--- config.mk ---
export PLATFORM = sky130hd
export DESIGN_NAME = frame_buf_sched_flat
export DESIGN_NICKNAME = d
export VERILOG_FILES = /design/src/rtl/frame_buf_sched_if.sv /design/src/rtl/frame_buf_sched.sv /design/src/flat_wrapper.sv
export SDC_FILE = /design/constraint.sdc
export NUM_CORES = 1
export LEC_CHECK = 0
export CAP_MARGIN = 5
export CORE_MARGIN = 3
export CORE_UTILIZATION = 32
export DETAILED_ROUTE_END_ITERATION = 7
export PLACE_DENSITY = 0.73
export SLEW_MARGIN = 20
export SYNTH_ARGS = -nofsm -noshare
export SYNTH_HDL_FRONTEND = slang
export SYNTH_SLANG_ARGS = --single-unit
--- constraint.sdc ---
create_clock -name clk_i -period 1.78 [get_ports clk_i]
set_input_delay 0.267 -clock clk_i [delete_from_list [all_inputs] [get_ports clk_i]]
set_output_delay 0.267 -clock clk_i [all_outputs]
set_load 0.05 [all_outputs]
--- src/rtl/frame_buf_sched_if.sv ---
// frame_buf_sched_if: handshake and address bundle between the slot scheduler and the DDR controllers.
// Latency: none, wires only.
// Backpressure: carries the 4-phase done/ack pairs; the master drives requests, the slave drives acks.
interface frame_buf_sched_if #(
  parameter int unsigned ADDR_WIDTH = 32
);
  logic                  wr_done_i;
  logic                  wr_done_ack_o;
  logic                  rd_req_i;
  logic                  rd_req_ack_o;
  logic [ADDR_WIDTH-1:0] wr_frame_addr_o;
  logic [ADDR_WIDTH-1:0] rd_frame_addr_o;
  logic                  rd_repeat_o;
  logic [15:0]           drop_cnt_o;
  logic [15:0]           repeat_cnt_o;

  // Controller side: raises requests, watches acks and slot addresses.
  modport master (
    output wr_done_i, rd_req_i,
    input  wr_done_ack_o, rd_req_ack_o, wr_frame_addr_o, rd_frame_addr_o,
    input  rd_repeat_o, drop_cnt_o, repeat_cnt_o
  );

  // Scheduler side.
  modport slave (
    input  wr_done_i, rd_req_i,
    output wr_done_ack_o, rd_req_ack_o, wr_frame_addr_o, rd_frame_addr_o,
    output rd_repeat_o, drop_cnt_o, repeat_cnt_o
  );
endinterface

--- src/rtl/frame_buf_sched.sv ---
// frame_buf_sched: hands DDR frame slots to writer and reader; drops oldest ready frame or repeats on rate mismatch.
// Latency: request edge -> ack and new slot addresses 1 cycle later; a read colliding with a write acks 1 cycle after it.
// Backpressure: 4-phase done/ack per side; ack holds until the request is seen low, new edges during ack are ignored.
// Optional FRAME_SCHED_STATS_EN builds saturating 16-bit drop/repeat counters; otherwise they read as 0.
module frame_buf_sched #(
  parameter int unsigned           ADDR_WIDTH    = 32,
  parameter logic [ADDR_WIDTH-1:0] START_ADDR    = '0,
  parameter int unsigned           FRAMES_AMOUNT = 3,
  parameter logic [ADDR_WIDTH-1:0] FRAME_BYTES   = ADDR_WIDTH'(2073600 * 8)
) (
  input logic               clk_i,
  input logic               rst_i,
  frame_buf_sched_if.slave  bus
);

  localparam int unsigned   IW   = $clog2(FRAMES_AMOUNT);
  localparam logic [IW-1:0] LAST = IW'(FRAMES_AMOUNT - 1);

  typedef enum logic {ST_IDLE, ST_ACK} ack_st_e;

  function automatic logic [IW-1:0] idx_inc(input logic [IW-1:0] i);
    return (i == LAST) ? '0 : i + IW'(1);
  endfunction

  function automatic logic [ADDR_WIDTH-1:0] slot_addr(input logic [IW-1:0] i);
    return START_ADDR + ADDR_WIDTH'(i) * FRAME_BYTES;
  endfunction

  ack_st_e               wr_st_q, wr_st_d, rd_st_q, rd_st_d;
  logic                  wr_done_d1_q, wr_done_d1_d, rd_req_d1_q, rd_req_d1_d;
  logic                  rd_pend_q, rd_pend_d;
  logic [IW-1:0]         wr_idx_q, wr_idx_d, rd_idx_q, rd_idx_d, rdy_idx_q, rdy_idx_d;
  logic                  rdy_vld_q, rdy_vld_d;
  logic                  rd_repeat_q, rd_repeat_d;
  logic [ADDR_WIDTH-1:0] wr_addr_q, wr_addr_d, rd_addr_q, rd_addr_d;
  logic                  wr_edge, rd_edge, wr_evt, rd_evt;

  // Edge detection, write-first arbitration and both ack FSMs' next state.
  always_comb begin
    wr_st_d      = wr_st_q;
    rd_st_d      = rd_st_q;
    rd_pend_d    = rd_pend_q;
    wr_evt       = 1'b0;
    rd_evt       = 1'b0;
    wr_done_d1_d = bus.wr_done_i;
    rd_req_d1_d  = bus.rd_req_i;
    wr_edge      = bus.wr_done_i & ~wr_done_d1_q;
    rd_edge      = bus.rd_req_i & ~rd_req_d1_q;
    case (wr_st_q)
      ST_IDLE: if (wr_edge) begin
        wr_evt  = 1'b1;
        wr_st_d = ST_ACK;
      end
      ST_ACK:  if (!bus.wr_done_i) wr_st_d = ST_IDLE;
    endcase
    case (rd_st_q)
      // A read colliding with a write waits one cycle so it sees the frame just completed.
      ST_IDLE: if (rd_edge || rd_pend_q) begin
        if (wr_evt) begin
          rd_pend_d = 1'b1;
        end else begin
          rd_evt    = 1'b1;
          rd_pend_d = 1'b0;
          rd_st_d   = ST_ACK;
        end
      end
      ST_ACK:  if (!bus.rd_req_i) rd_st_d = ST_IDLE;
    endcase
  end

  // Slot ownership update and registered slot addresses.
  always_comb begin
    wr_idx_d    = wr_idx_q;
    rd_idx_d    = rd_idx_q;
    rdy_idx_d   = rdy_idx_q;
    rdy_vld_d   = rdy_vld_q;
    rd_repeat_d = rd_repeat_q;
    if (wr_evt) begin
      // Completed slot becomes ready (any older ready frame is dropped); writer moves past the reader.
      rdy_idx_d = wr_idx_q;
      rdy_vld_d = 1'b1;
      wr_idx_d  = (idx_inc(wr_idx_q) == rd_idx_q) ? idx_inc(idx_inc(wr_idx_q)) : idx_inc(wr_idx_q);
    end else if (rd_evt) begin
      if (rdy_vld_q) begin
        rd_idx_d    = rdy_idx_q;
        rdy_vld_d   = 1'b0;
        rd_repeat_d = 1'b0;
      end else begin
        rd_repeat_d = 1'b1;
      end
    end
    wr_addr_d = slot_addr(wr_idx_d);
    rd_addr_d = slot_addr(rd_idx_d);
  end

  // State register with synchronous reset.
  always_ff @(posedge clk_i) begin
    if (rst_i) begin
      wr_st_q      <= ST_IDLE;
      rd_st_q      <= ST_IDLE;
      wr_done_d1_q <= 1'b0;
      rd_req_d1_q  <= 1'b0;
      rd_pend_q    <= 1'b0;
      wr_idx_q     <= '0;
      rd_idx_q     <= LAST;
      rdy_idx_q    <= '0;
      rdy_vld_q    <= 1'b0;
      rd_repeat_q  <= 1'b0;
      wr_addr_q    <= START_ADDR;
      rd_addr_q    <= slot_addr(LAST);
    end else begin
      wr_st_q      <= wr_st_d;
      rd_st_q      <= rd_st_d;
      wr_done_d1_q <= wr_done_d1_d;
      rd_req_d1_q  <= rd_req_d1_d;
      rd_pend_q    <= rd_pend_d;
      wr_idx_q     <= wr_idx_d;
      rd_idx_q     <= rd_idx_d;
      rdy_idx_q    <= rdy_idx_d;
      rdy_vld_q    <= rdy_vld_d;
      rd_repeat_q  <= rd_repeat_d;
      wr_addr_q    <= wr_addr_d;
      rd_addr_q    <= rd_addr_d;
    end
  end

  assign bus.wr_done_ack_o   = (wr_st_q == ST_ACK);
  assign bus.rd_req_ack_o    = (rd_st_q == ST_ACK);
  assign bus.wr_frame_addr_o = wr_addr_q;
  assign bus.rd_frame_addr_o = rd_addr_q;
  assign bus.rd_repeat_o     = rd_repeat_q;

`ifdef FRAME_SCHED_STATS_EN
  logic [15:0] drop_cnt_q, drop_cnt_d, repeat_cnt_q, repeat_cnt_d;

  // Saturating drop/repeat counters.
  always_comb begin
    drop_cnt_d   = drop_cnt_q;
    repeat_cnt_d = repeat_cnt_q;
    if (wr_evt && rdy_vld_q && (drop_cnt_q != 16'hFFFF))    drop_cnt_d   = drop_cnt_q + 16'd1;
    if (rd_evt && !rdy_vld_q && (repeat_cnt_q != 16'hFFFF)) repeat_cnt_d = repeat_cnt_q + 16'd1;
  end

  // Counter registers, cleared by reset.
  always_ff @(posedge clk_i) begin
    if (rst_i) begin
      drop_cnt_q   <= '0;
      repeat_cnt_q <= '0;
    end else begin
      drop_cnt_q   <= drop_cnt_d;
      repeat_cnt_q <= repeat_cnt_d;
    end
  end

  assign bus.drop_cnt_o   = drop_cnt_q;
  assign bus.repeat_cnt_o = repeat_cnt_q;
`else
  assign bus.drop_cnt_o   = '0;
  assign bus.repeat_cnt_o = '0;
`endif

endmodule

--- src/flat_wrapper.sv ---
// flat-port wrapper written by rule: the top's interface ports become plain ports
module frame_buf_sched_flat 
#(
  parameter int unsigned           ADDR_WIDTH    = 32,
  parameter logic [ADDR_WIDTH-1:0] START_ADDR    = '0,
  parameter int unsigned           FRAMES_AMOUNT = 3,
  parameter logic [ADDR_WIDTH-1:0] FRAME_BYTES   = ADDR_WIDTH'(2073600 * 8)
)
  (clk_i, rst_i, bus_wr_done_i, bus_rd_req_i, bus_wr_done_ack_o, bus_rd_req_ack_o, bus_wr_frame_addr_o, bus_rd_frame_addr_o, bus_rd_repeat_o, bus_drop_cnt_o, bus_repeat_cnt_o);
  frame_buf_sched_if #(.ADDR_WIDTH(ADDR_WIDTH)) bus_i ();
  input logic clk_i;
  input logic rst_i;
  input wire logic [$bits(bus_i.wr_done_i)-1:0] bus_wr_done_i;
  input wire logic [$bits(bus_i.rd_req_i)-1:0] bus_rd_req_i;
  output wire logic [$bits(bus_i.wr_done_ack_o)-1:0] bus_wr_done_ack_o;
  output wire logic [$bits(bus_i.rd_req_ack_o)-1:0] bus_rd_req_ack_o;
  output wire logic [$bits(bus_i.wr_frame_addr_o)-1:0] bus_wr_frame_addr_o;
  output wire logic [$bits(bus_i.rd_frame_addr_o)-1:0] bus_rd_frame_addr_o;
  output wire logic [$bits(bus_i.rd_repeat_o)-1:0] bus_rd_repeat_o;
  output wire logic [$bits(bus_i.drop_cnt_o)-1:0] bus_drop_cnt_o;
  output wire logic [$bits(bus_i.repeat_cnt_o)-1:0] bus_repeat_cnt_o;
  assign bus_i.wr_done_i = bus_wr_done_i;
  assign bus_i.rd_req_i = bus_rd_req_i;
  assign bus_wr_done_ack_o = bus_i.wr_done_ack_o;
  assign bus_rd_req_ack_o = bus_i.rd_req_ack_o;
  assign bus_wr_frame_addr_o = bus_i.wr_frame_addr_o;
  assign bus_rd_frame_addr_o = bus_i.rd_frame_addr_o;
  assign bus_rd_repeat_o = bus_i.rd_repeat_o;
  assign bus_drop_cnt_o = bus_i.drop_cnt_o;
  assign bus_repeat_cnt_o = bus_i.repeat_cnt_o;
  frame_buf_sched #(.ADDR_WIDTH(ADDR_WIDTH), .START_ADDR(START_ADDR), .FRAMES_AMOUNT(FRAMES_AMOUNT), .FRAME_BYTES(FRAME_BYTES)) u_core (.clk_i(clk_i), .rst_i(rst_i), .bus(bus_i));
endmodule
==> impl_metrics.tcl <==
set metrics [dict create \
    outcome "finished, final reports clean" \
    synth_ff_type "dfxtp_1" \
    synth_top_area_cell "buf_4" \
    antenna_found_initial 0 \
    synth_edf_count 0 \
    vias 833 \
    numPortBuffers 30 \
    finalWorstSetupSlack_ns 0.007071 \
    drcViolationCount 0 \
    required_ns 1.93 \
    worstMarginPinSlew_ns 0.5037 \
    timing.slew.headroom_pct 66.32 \
    finalHoldViolCount 0 \
    drv_cap 0 \
    htreeDepth 1 \
    synth_area_um2 1489 \
    ys_warn_count 0 \
    crit_arrival_ns 1.92 \
    fin_nets 204 \
    place_ws_ns -0.4602 \
    clk_latency_ns 0.25 \
    rows 24 \
    cp_max_fo 4 \
    overflow 0 \
    start_util_pct 33.73 \
    cts_tree "built" \
    dp_hpwl_um 1805 \
    final_cells 245 \
    synthDistinctLibCells 25 \
    first_iter_violations 15 \
    drive_above_1_share_pct 22.80 \
    die_h_um 74.21 \
    vdd_drop_max_mv 0.2619 \
    final.min_clock_period_ns 1.773 \
    ys_top_cells_by_area "buf_4 (42%), dfxtp_1 (28%), ha_1 (5.0%)" \
    synthCells 167 \
    seq_area_frac_synth_pct 28.24 \
    diodes 0 \
    grt_max_degree 14 \
    fp.dieW_um 74.21 \
    grt_pass1_vias 630 \
    ys_async_sr_fraction_pct 0 \
    hold_class "in2reg" \
    regArea_um2 425.4 \
    viasPerCell 3.400 \
    place_inst 241 \
    startpoint_type "register" \
    fmax_ghz 0.5640 \
    grt_pass1_wl_um 2994 \
    clock_sinks 21 \
    clkTransAtPathRegs_ns 0.07 \
    core_area_um2 4414 \
    yosys_register_bits 21 \
    clock_skew_ns 0.002960 \
    gp_congestion 0.7055 \
    p_per_area_nw_per_um2 890.4 \
    drv_slew 0 \
    max-clock-path-buffers 2 \
    grtUsageTotal_pct 7.139 \
    clk_root_buffer_cell "clkbuf_8" \
    finalSetupViolCount 0 \
    yosys.area.top_type_share_pct 42.35 \
    avgRoutedWirePerCell_um 9.020 \
    pin_count 103 \
    yosys-top-cells-count "buf_4 (84), dfxtp_1 (21), nor2_1 (9)" \
    min_period_over_period_pct 99.60 \
    cts_buffers 3 \
    min_path_cells 2 \
    cp-end-kind "register" \
    yosysMostFrequentCell "buf_4" \
    drt-pass1-iter-count 4 \
    final_antenna_net_count 0 \
    rsz0062_at_grt "true" \
    tns_ns 0 \
    nFillCells 477 \
    syn_to_final_growth_pct 6.555 \
    dieArea_um2 5507 \
    totalWireLength_um 2210 \
    rr_worst_depth 5 \
    syn_avg_cell_area_um2 8.916 \
    leakagePower_nw 0.8227 \
    multiInputGateArea_um2 703.2 \
    path_class "reg2reg" \
]
-- worst paths after layout --
path	from	slack, ns	end
worst max-delay path	u_core.bus.wr_done_ack_o$_SDFF_PP0_	0.007	u_core.bus.rd_frame_addr_o[19]$_SDFF_PP1_
worst min-delay path	bus_wr_done_i	0.40	u_core.wr_done_d1_q$_SDFF_PP0_
worst max register to register	u_core.bus.wr_done_ack_o$_SDFF_PP0_	0.007	u_core.bus.rd_frame_addr_o[19]$_SDFF_PP1_
worst min register to register	u_core.wr_done_d1_q$_SDFF_PP0_	0.45	u_core.bus.wr_done_ack_o$_SDFF_PP0_
-- state kept, by name, summed over array words and instances, names as in the netlist --
register                    flops
u_core.bus.rd_repeat_o          1
u_core.bus.wr_frame_addr_o      5
u_core.rdy_vld_q                1
u_core.rd_req_d1_q              1
u_core.rd_idx_q                 1
u_core.rdy_idx_q                2
u_core.bus.rd_req_ack_o         1
u_core.bus.wr_done_ack_o        1
u_core.wr_done_d1_q             1
u_core.rd_pend_q                1
u_core.wr_idx_q                 1
u_core.bus.rd_frame_addr_o      5
-- power by group --
group | internal (mW) | switching, mW | total (mW)
registers | 0.493 | 0.0200 | 0.513
clock network | 0.159 | 0.141 | 0.300
logic | 0.0998 | 0.500 | 0.600
-- worst max-delay path, stage by stage, from the launching register on --
cell and delay, ns:
dfxtp_4 0.34, or3b_4 0.39, o2111ai_4 0.12, mux2i_4 0.32
ha_1 0.27, or2_4 0.22
-- metal layers --
layer,routed length (um),global-route usage [%]
met5,0,0
met1,800,8.211
met4,0,1.186
met3,315,3.108
met2,1094,12.50
-- final cells by class --
cell class	instances	share of cell area, %
Inverter	8	1.893
Timing Repair Buffer	38	20.03
Multi-Input combinational cell	122	44.32
Tap cell	52	4.101
Sequential cell	21	26.81
Clock buffer	4	2.839
-- layout by cell type, fill, tap and decap left out, types with 2 or more instances in the layout --
master / count
ha_1: 5
nand2b_1: 3
or2_4: 2
clkbuf_8: 3
nand2_1: 2
dfxtp_1: 19
inv_1: 7
clkdlybuf4s50_1: 12
mux2i_1: 3
a21oi_1: 2
mux2_2: 2
buf_4: 24
nor2b_1: 8
nor2_1: 9
a21oi_4: 2
conb_1: 72
dlygate4sd2_1: 2
-- cell families after synthesis --
family          share of synthesized area (%)
simple gates                            10.17
buf+inv                                 45.63
flops                                   28.24
compound gates                          5.127
other cells                            0.2519
mux                                     4.874
fa+ha+maj                               5.714
-- metrics by stage --
step | util [%] | power, mW | cell area [um^2] | hold WS, ns
final | 35.94 | 1.413 | 1587 | 0.4039
after global placement | 34.13 | 1.109 | 1506 | 0.4140
after global routing | 35.94 | 1.478 | 1587 | 0.4193
after floorplan | - | 1.170 | 1770 | 0.3467
after CTS | 35.49 | 1.414 | 1567 | 0.4082
after detailed placement | 34.13 | 1.113 | 1506 | 0.4275
-- what timing repair did --
item / 4_1_cts / 5_1_grt
buffers inserted: 0 / 0
gates resized for setup: 7 / 4
setup endpoints to repair: 7 / 5
pin swaps: 4 / 2
hold buffers: 0 / 0
Power figures use the tool's default switching activity.
